`src/rtl/mips_mem_pkg.sv`:
```
// Shared definitions for the MIPS memory-side responder: loader states and MMIO map.
package mips_mem_pkg;

    typedef enum logic [1:0] {
        LD_CNT_HI = 2'b00,
        LD_CNT_LO = 2'b01,
        LD_DATA   = 2'b10,
        RUN       = 2'b11
    } ld_state_t;

    localparam logic [1:0] MMIO_CNT  = 2'b00;
    localparam logic [1:0] MMIO_LED  = 2'b01;
    localparam logic [1:0] MMIO_STAT = 2'b10;

    localparam int MMIO_SEL_BIT = 31;

endpackage

```
`src/rtl/mips_mem_responder_byte_packer.sv`:
```
// Packs loader bytes big-endian into 32-bit words; word_valid marks the 4th byte's accept cycle.
module byte_packer (
    input  logic        clk,
    input  logic        reset,
    input  logic        byte_en,
    input  logic [7:0]  byte_in,
    output logic        word_valid,
    output logic [31:0] word
);

    logic [1:0]  lane;
    logic [23:0] hold;

    always_ff @(posedge clk) begin
        if (reset) begin
            lane <= 2'd0;
            hold <= 24'd0;
        end else if (byte_en) begin
            lane <= lane + 2'd1;
            hold <= {hold[15:0], byte_in};
        end
    end

    // The 4th byte is taken straight from the input so the word is written on its own edge.
    assign word_valid = byte_en && (lane == 2'd3);
    assign word       = {hold, byte_in};

endmodule

```
`src/rtl/mips_mem_responder.sv`:
```
// Unified memory port for the multicycle MIPS core: word RAM, small MMIO window, byte-stream boot loader.
module mips_mem_responder
    import mips_mem_pkg::*;
#(
    parameter int AW    = 6,
    parameter int CNT_W = 16
) (
    input  logic        clk,
    input  logic        reset,
    input  logic [31:0] adr,
    input  logic [31:0] writedata,
    input  logic        memwrite,
    output logic [31:0] readdata,
    input  logic        ld_valid,
    input  logic [7:0]  ld_data,
    output logic        ld_ready,
    output logic        cpu_reset,
    output logic        ld_error,
    output logic [7:0]  led
);

    localparam int unsigned DEPTH = 1 << AW;

    ld_state_t        state;
    logic [7:0]       cnt_hi;
    logic [CNT_W-1:0] count;
    logic [CNT_W-1:0] word_index;
    logic [CNT_W-1:0] hdr;
    logic [31:0]      cycle_cnt;
    logic [31:0]      mem [DEPTH];

    logic        accept;
    logic        byte_en;
    logic        word_valid;
    logic [31:0] packed_word;
    logic        ld_we;
    logic        core_we;
    logic        mmio_sel;
    logic        unused_adr;

    assign accept   = ld_valid && ld_ready;
    assign byte_en  = accept && (state == LD_DATA);
    assign hdr      = CNT_W'({cnt_hi, ld_data});
    assign mmio_sel = adr[MMIO_SEL_BIT];
    assign core_we  = memwrite && (state == RUN) && !reset;
    // Words beyond the RAM depth are still consumed from the stream, just not stored.
    assign ld_we    = word_valid && (32'(word_index) < DEPTH) && !reset;
    assign unused_adr = ^{adr[30:AW+2], adr[1:0]};

    byte_packer u_packer (
        .clk        (clk),
        .reset      (reset),
        .byte_en    (byte_en),
        .byte_in    (ld_data),
        .word_valid (word_valid),
        .word       (packed_word)
    );

    always_ff @(posedge clk) begin
        if (reset) begin
            state      <= LD_CNT_HI;
            ld_ready   <= 1'b1;
            cpu_reset  <= 1'b1;
            ld_error   <= 1'b0;
            cnt_hi     <= 8'd0;
            count      <= '0;
            word_index <= '0;
        end else begin
            case (state)
                LD_CNT_HI: begin
                    if (accept) begin
                        cnt_hi <= ld_data;
                        state  <= LD_CNT_LO;
                    end
                end
                LD_CNT_LO: begin
                    if (accept) begin
                        count <= hdr;
                        if (hdr == '0) begin
                            state     <= RUN;
                            ld_ready  <= 1'b0;
                            cpu_reset <= 1'b0;
                        end else begin
                            state <= LD_DATA;
                            if (32'(hdr) > DEPTH) ld_error <= 1'b1;
                        end
                    end
                end
                LD_DATA: begin
                    if (word_valid) begin
                        word_index <= word_index + CNT_W'(1);
                        if (word_index == count - CNT_W'(1)) begin
                            state     <= RUN;
                            ld_ready  <= 1'b0;
                            cpu_reset <= 1'b0;
                        end
                    end
                end
                default: ;
            endcase
        end
    end

    // A core store to the counter overrides that cycle's increment.
    always_ff @(posedge clk) begin
        if (reset) begin
            cycle_cnt <= 32'd0;
            led       <= 8'd0;
        end else begin
            if (state == RUN) cycle_cnt <= cycle_cnt + 32'd1;
            if (core_we && mmio_sel) begin
                case (adr[3:2])
                    MMIO_CNT: cycle_cnt <= writedata;
                    MMIO_LED: led       <= writedata[7:0];
                    default: ;
                endcase
            end
        end
    end

    always_ff @(posedge clk) begin
        if (ld_we)
            mem[word_index[AW-1:0]] <= packed_word;
        else if (core_we && !mmio_sel)
            mem[adr[AW+1:2]] <= writedata;
    end

    always_comb begin
        readdata = 32'd0;
        if (!mmio_sel) begin
            readdata = mem[adr[AW+1:2]];
        end else begin
            case (adr[3:2])
                MMIO_CNT:  readdata = cycle_cnt;
                MMIO_LED:  readdata = {24'd0, led};
                MMIO_STAT: readdata = {30'd0, ld_error, state == RUN};
                default:   readdata = 32'd0;
            endcase
        end
    end

endmodule

```
`config.mk`:
```
export PLATFORM = sky130hd
export DESIGN_NAME = mips_mem_responder
export DESIGN_NICKNAME = d
export VERILOG_FILES = /design/src/rtl/mips_mem_pkg.sv /design/src/rtl/mips_mem_responder_byte_packer.sv /design/src/rtl/mips_mem_responder.sv
export SDC_FILE = /design/constraint.sdc
export NUM_CORES = 2
export LEC_CHECK = 0
export CAP_MARGIN = 20
export CELL_PAD_IN_SITES_DETAIL_PLACEMENT = 0
export CELL_PAD_IN_SITES_GLOBAL_PLACEMENT = 2
export CORE_UTILIZATION = 45
export CTS_BUF_LIST = sky130_fd_sc_hd__clkbuf_16
export CTS_CLUSTER_SIZE = 20
export DETAILED_ROUTE_END_ITERATION = 8
export PLACE_DENSITY = 0.72
export SYNTH_ARGS = -nofsm -noshare
export SYNTH_HDL_FRONTEND = slang
export SYNTH_SLANG_ARGS = --single-unit
export TNS_END_PERCENT = 1
```
`constraint.sdc`:
```
create_clock -name clk -period 8.5 [get_ports clk]
set_input_delay 0.85 -clock clk [delete_from_list [all_inputs] [get_ports clk]]
set_output_delay 0.85 -clock clk [all_outputs]
set_load 0.01 [all_outputs]
```
== Word level (Yosys, flattened, before mapping) ==
Memory sizes are Yosys's and may differ from the RTL's.
Cells that the tools add are included.

* Bits in registers: 110
* Latch bits: 0
* RAM bits: 2048
* ROM bits: 0
* Output and inout bits: 43
* Logic and storage cells: 78
* Memories kept: 1

* Add/sub/neg operators: 4
* Multiply operators: 0
* Divide/modulo/power cells: 0
* $lt $le $gt $ge: 2
* Equal/unequal tests: 12
* Shifts and indexed selects: 0
* Mux-type cells: 24
* Bitwise logic cells: 1
* Reductions and logical operators: 24

{| class="wikitable"
|+ Memory list
! memory !! depth !! width !! read ports !! clocked after memory_dff !! write ports !! line !! RTL
|-
| mem || 64 || 32 || 1 || 0 || 1 || mips_mem_responder.sv:30 || <nowiki>logic [31:0] mem [DEPTH];</nowiki>
|}

{| class="wikitable"
|+ Operators by type and width
! kind !! number
|-
| $mux 32 || 5
|-
| $pmux 32 s3 || 1
|-
| $add 32x1->32 const B || 1
|-
| $reduce_or 32->1 || 1
|-
| $add 16x1->16 const B || 1
|-
| $eq 16x16->1 || 1
|-
| $gt 16x7->1 const B || 1
|-
| $logic_not 16->1 || 1
|-
| $lt 16x7->1 const B || 1
|-
| $sub 16x1->16 const B || 1
|-
| $mux 1 || 11
|-
| $reduce_and 5->1 || 2
|-
| $logic_and 1x1->1 || 9
|-
| $eq 2x2->1 const B || 4
|-
| $mux 2 || 4
|-
| $ne 2x2->1 const B || 4
|-
| $reduce_and 2->1 || 4
|-
| $mux 6 || 1
|-
| $pmux 2 s3 || 1
|-
| $eq 2x1->1 const B || 2
|-
| $logic_not 2->1 || 2
|-
| $reduce_and 4->1 || 1
|-
| $reduce_bool 3->1 || 1
|-
| $add 2x1->2 const B || 1
|-
| 5 further kinds || 6
|}

== Depth between registers and ports, before layout ==
* Depth after elaboration: 9
* Gate-level depth with buffers: 12
* Depth with buffers taken out: 9

== Cells and area by module ==
From an unflattened synthesis, not the netlist that was laid out.

* Cells, all modules: 3884
* Area total of the unflattened synthesis: 84124.4 µm²

{| class="wikitable"
|+ Modules (own cells, without submodules)
! module !! instances !! cells each !! area an instance (µm²)
|-
| mips_mem_responder || 1 || 3790 || 83101.0
|-
| byte_packer || 1 || 94 || 1023.5
|}

== Least setup slack after synthesis ==
Ideal clock, no wire load.

* Kind: input to register
* From: input ld_valid
* To: memory mem[57][0] (enable)
* Arrival time: 3.925 ns
* Data required time: 8.079 ns
* Slack: 4.153 ns
* Cell stages on the path: 10
* Cell sequence: clkbuf_1 > and4_1 > clkbuf_1 > nand4_1 > and2_1 > clkbuf_1 > clkbuf_1 > nor4b_1 > o21ai_1 > nor2_1

* Longest elaborated chain between the ends: 9
* Elaborated cells between the ends (all ways): 12
* Those cells by class: mux: 6; reduce/logical: 6

{| class="wikitable"
|+ Ends and longest elaborated chain
! element !! line !! RTL
|-
| start: declaration || mips_mem_responder.sv:14 || <nowiki>input logic ld_valid,</nowiki>
|-
| $logic_and 1x1->1 * || mips_mem_responder.sv:41 || <nowiki>assign accept = ld_valid && ld_ready;</nowiki>
|-
| $logic_and 1x1->1 * || mips_mem_responder.sv:42 || <nowiki>assign byte_en = accept && (state == LD_DATA);</nowiki>
|-
| $logic_and 1x1->1 * || mips_mem_responder_byte_packer.sv:25 || <nowiki>assign word_valid = byte_en && (lane == 2'd3);</nowiki>
|-
| $logic_and 1x1->1 * (2 in series) || mips_mem_responder.sv:47 || <nowiki>assign ld_we = word_valid && (32'(word_index) < DEPTH) && !reset;</nowiki>
|-
| $mux 1 || mips_mem_responder.sv:122 || <nowiki>if (ld_we)</nowiki>
|-
| $mux 1 (not written as such) || mips_mem_responder.sv:125 || <nowiki>mem[adr[AW+1:2]] <= writedata;</nowiki>
|-
| $reduce_or 32->1 (no line) || - ||
|-
| $mux 6 (no line) / $mux 1 (equally long branches) || - ||
|-
| end: declaration || mips_mem_responder.sv:30 ||
|}

Every way passes the cells marked *; elsewhere a longest branch is shown, timed or not.

== Worst setup path in the final report ==
* From: input adr[2]
* To: output readdata[6]

* Longest elaborated chain between the ends: 3
* Elaborated cells between the ends (all ways): 6
* Those cells by class: eq/ne: 2; mux: 2; reduce/logical: 1; memory: 1

{| class="wikitable"
|+ Ends and longest elaborated chain
! element !! line !! RTL
|-
| start: declaration || mips_mem_responder.sv:10 || <nowiki>input logic [31:0] adr,</nowiki>
|-
| parallel branches: the longest is 2 deep, another holds $mem_v2 64x32 || - ||
|-
| $mux 32 * || mips_mem_responder.sv:130 || <nowiki>if (!mmio_sel) begin</nowiki>
|-
| end: declaration || mips_mem_responder.sv:13 || <nowiki>output logic [31:0] readdata,</nowiki>
|}

Every way passes the cells marked *.

==> impl_results.md <==
* Initial core utilization at roughly 45%
* Detail-routed via count per cell at ~5.9
* Sequential fraction of the synthesis area at 75.8%
* Time the final worst path needs with I/O delays and setup at 5.85 ns
* Worst Hold End: u_packer.hold[18]
* Number of violations reported at the end of detailed-routing iteration 0 at around 4200
* Cell Count Post-Placement at roughly 6400
* Combinational family with the most area after synthesis: multiplexers
* Endpoint of the lowest-slack register-to-register path: mem[50][26]
* Overall routing resource usage at 22.7%
* First-pass GRT wire length at 300 mm
* Hold violation count in the final report at 0
* I/O pin cnt at around 120
* Die X-Extent at approximately 430 um
* Post-synth top flop: sky130_fd_sc_hd__edfxtp_1
* Setup TNS after final layout at 0 ns
* Insertion delay to the later sink of the worst-skew pair at approximately 0.86 ns
* Unrepaired setup endpoints after global routing: false
* Worst supply voltage drop on vdd at 0.239 mV
* Power per cell area at 228 nW/um^2
* Combined area of all synthesized cells at 84100 um^2
* Clock transition at the register clock pins on the worst setup and hold paths after CTS at 0.06 ns
* Std-Cell Core Area at between 150000 and 200000 um^2
* Die Y-Extent at around 430 um
* Antenna Violating Nets Remaining at 0
* Slowest cell on crit path: sky130_fd_sc_hd__mux2i_1
* Most common cell in the synthesized netlist: sky130_fd_sc_hd__edfxtp_1
* Setup bufs post-CTS at 0
* Max-cap check violation count at 0
* Max Clock Freq at about 0.17 GHz
* Synth Area in XOR/XNOR at less than 1%
* Detailed placer's ending HPWL at 115 mm
* Deepest level of the CTS H-tree at 4
* Resized Gates After CTS at 0
* Fraction of layout instances using a drive strength above 1 at 27.7%
* Critical hold path startpoint: u_packer.hold[18]
* Fraction of the mapped netlist area in adder cells at less than 1%
* Logic depth of the worst register-to-register path at 10
* Setup slack of the most critical reg-to-reg path at roughly 4 ns
* Growth of design area from synthesis to finish at 14.5%
* Number of nets in the synthesized netlist at 3988
* Post-synth ARST share at 0%
* Post-synthesis sequential element count at 2158
* Avg Synthesized Cell Area at 21.5 um^2
* Cell family with the largest share of critical-path delay: multiplexers
* Die Outline Area at around 190000 um^2
* Number of clock buffers inserted by TritonCTS at 214
* Critical path data arrival time at about 5 ns
* Leftover overflow at the end of global routing at 0
* Total Power Consumption at 0.0219 W
* Sum of routed wire length over all layers at around 210 mm
* Dominant cells by area after synthesis: sky130_fd_sc_hd__edfxtp_1 73%, sky130_fd_sc_hd__mux4_2 17%, sky130_fd_sc_hd__dfxtp_1 2.6%, sky130_fd_sc_hd__mux2i_1 1.0%, sky130_fd_sc_hd__nand2_1 0.93%
* Initial antenna violation count at 12
* Reg2reg start: state[0]
* CTS hold repair buffers at 0
* Via count at around 40000
* Setup violations, final at 0
* Portion of the clock cycle consumed by the worst path in the final layout at between 60% and 70%
* Count of unique library cells instantiated by Yosys at between 50 and 60
* Total iterations of the first detailed-routing run at 5
* Maximum number of pins on one net before global-route repair at 101
* Cell accounting for the most synthesized area: sky130_fd_sc_hd__edfxtp_1
* Synth cell count leaders: 2048 x sky130_fd_sc_hd__edfxtp_1, 640 x sky130_fd_sc_hd__mux4_2, 209 x sky130_fd_sc_hd__nand2_1
* Mapped Cells at around 4000
* Final #Nets at about 4200
* Worst Setup End Kind: primary output
* Fill count at about 15000
* EDFF count, synth at around 2000
* Root Buffer Master: sky130_fd_sc_hd__clkbuf_16
* Multiplexer fraction of the synthesized cell area at a little under a fifth
* Normalized max-slew margin at about a quarter
* Kind of critical path: in -> out
* Port buffer count at a little over 90
* Area occupied by multi-input gates at 20100 um^2
* Cell depth of the worst min-delay path at 2
* Area share of the largest cell type after synthesis at between 70% and 80%
* Sink Count at around 2200
* Static leakage at 26.6 nW
* Buffer levels on the longest clock path at 3
* Cells along the critical path: buf_8, buf_4, mux4_2, mux4_2, mux2i_1, o22ai_1, o21bai_1, clkdlybuf4s50_1
* Basic-gate share of the synthesized area counting and, or, nand and nor cells at 2.77%
* Via count of the first global-routing pass at roughly 40000
* Kind of path behind the tightest hold check: reg -> reg
* Actual slew at the worst max-slew pin at about 1.1 ns
* Maximum clock skew at final layout at 0.0273 ns
* Critical path buffers and inverters at 3
* CP Launch Type: primary input
* Remaining design rule violation count at 0
* Fraction of the mapped netlist area in compound gates at under 10%
* CTS tree: built
* Outcome: finished clean
* DR WL/cell at 31.1 um
* Yosys Warn Count at 0
* Fin cells at 6801
* Max Slew Vio Count at 0
* Number of standard-cell rows in the floorplan at about 160
* Maximum fanout count along the critical path at 67
* Final weighted congestion in routability-driven placement at between 0.8 and 0.9
* Required time of the worst setup path at about 7.7 ns
* Largest stage delay on the critical path at ~0.62 ns
* Sequential cell area at 63700 um^2
* CP most frequent cell: sky130_fd_sc_hd__mux4_2
==> where the power goes <==
part	total [W]	internal (W)	switching [W]
Combinational	0.00108	0.000418	0.000658
Sequential	0.0117	0.0116	0.0000347
Clock	0.00916	0.00516	0.00400
Total	0.0219	0.0172	0.00469
==> worst register-to-register path, delay by kind of cell (launching register included) <==
kind	cells	cell delay (ns)
DFF	1	0.33
and+or+nand+nor	5	2.52
adders and majority gates	1	0.31
buffers and inverters	3	0.82
AOI/OAI and AO/OA	1	0.14
==> layout by cell type (no fill, tap or decap), types with 16 or more instances in the layout <==
cell type and instances:
sky130_fd_sc_hd__nand2_1 179, sky130_fd_sc_hd__xnor2_1 30, sky130_fd_sc_hd__and3_1 17, sky130_fd_sc_hd__a21oi_1 77
sky130_fd_sc_hd__mux4_2 640, sky130_fd_sc_hd__xor2_1 32, sky130_fd_sc_hd__mux2i_1 87, sky130_fd_sc_hd__edfxtp_1 2048
sky130_fd_sc_hd__buf_4 110, sky130_fd_sc_hd__clkinv_2 34, sky130_fd_sc_hd__inv_1 66, sky130_fd_sc_hd__nor3_1 16
sky130_fd_sc_hd__nor2_4 64, sky130_fd_sc_hd__buf_12 32, sky130_fd_sc_hd__bufinv_16 18, sky130_fd_sc_hd__nand3_1 20
sky130_fd_sc_hd__clkdlybuf4s50_1 87, sky130_fd_sc_hd__a211oi_1 35, sky130_fd_sc_hd__dfxtp_1 110, sky130_fd_sc_hd__clkinv_1 50
sky130_fd_sc_hd__nor2_1 120, sky130_fd_sc_hd__o21ai_0 36, sky130_fd_sc_hd__nand2_2 30, sky130_fd_sc_hd__clkbuf_16 217
==> layout make-up <==
type | instances | share of cell area (%)
clock buffers | 217 | 5.64
diodes | 7 | 0.0182
inverters | 13 | 0.0507
well taps | 2480 | 3.22
multi-input cells | 1516 | 20.8
clock inverters | 171 | 1.40
repair buffers | 239 | 2.62
flip-flops and latches | 2158 | 66.2
==> layer usage <==
metal  GRT usage, %  vias up  wire length, um  share of wire, %
met5              0        -               31             0.015
met4           5.80        4             4530               2.1
met3           4.40      273            14600               6.9
met2           36.3     1338           103000                48
met1           32.3    21800            90000                42
li1               -    16800                -                 -
==> flip-flops by register name, summed over array words and instances (netlist names) <==
| signal | flops |
|---|---|
| u_packer.hold | 24 |
| u_packer.lane | 2 |
| count | 16 |
| led | 8 |
| cpu_reset | 1 |
| mem | 2048 |
| cnt_hi | 8 |
| cycle_cnt | 32 |
| word_index | 16 |
| state | 2 |
| ld_error | 1 |
==> cells by family (layout without fill, tap and decap cells) <==
family	Yosys count	count (layout)
and+or+nand+nor	525	525
muxes	732	732
other	0	7
adders and majority gates	8	8
xor gates and xnor gates	62	62
DFF	2158	2158
AOI/OAI and AO/OA	189	189
buffers and inverters	230	640
==> worst max path at each step <==
stage	slack (ns)	depth (start not counted)	end	startpoint
global route	2.31	8	readdata[6]	adr[2]
detailed placement	2.58	8	readdata[6]	adr[2]
finish	2.65	8	readdata[6]	adr[2]
floorplan	4.15	10	mem[57][0]	ld_valid
CTS	2.59	8	readdata[6]	adr[2]
global placement	2.58	8	readdata[6]	adr[2]
==> per-stage QoR <==
stage | util, % | instance area, um^2 | hold WS (ns) | worst slack, ns
2_1_floorplan | - | 84100 | 0.437 | 4.15
3_3_place_gp | 47.9 | 88900 | 0.447 | 2.58
3_5_place_dp | 48.0 | 89000 | 0.451 | 2.58
4_1_cts | 51.7 | 95800 | 0.407 | 2.59
5_1_grt | 51.9 | 96200 | 0.460 | 2.31
6_report | 51.9 | 96200 | 0.455 | 2.65
Note: power is estimated with default switching activity, not from simulation.
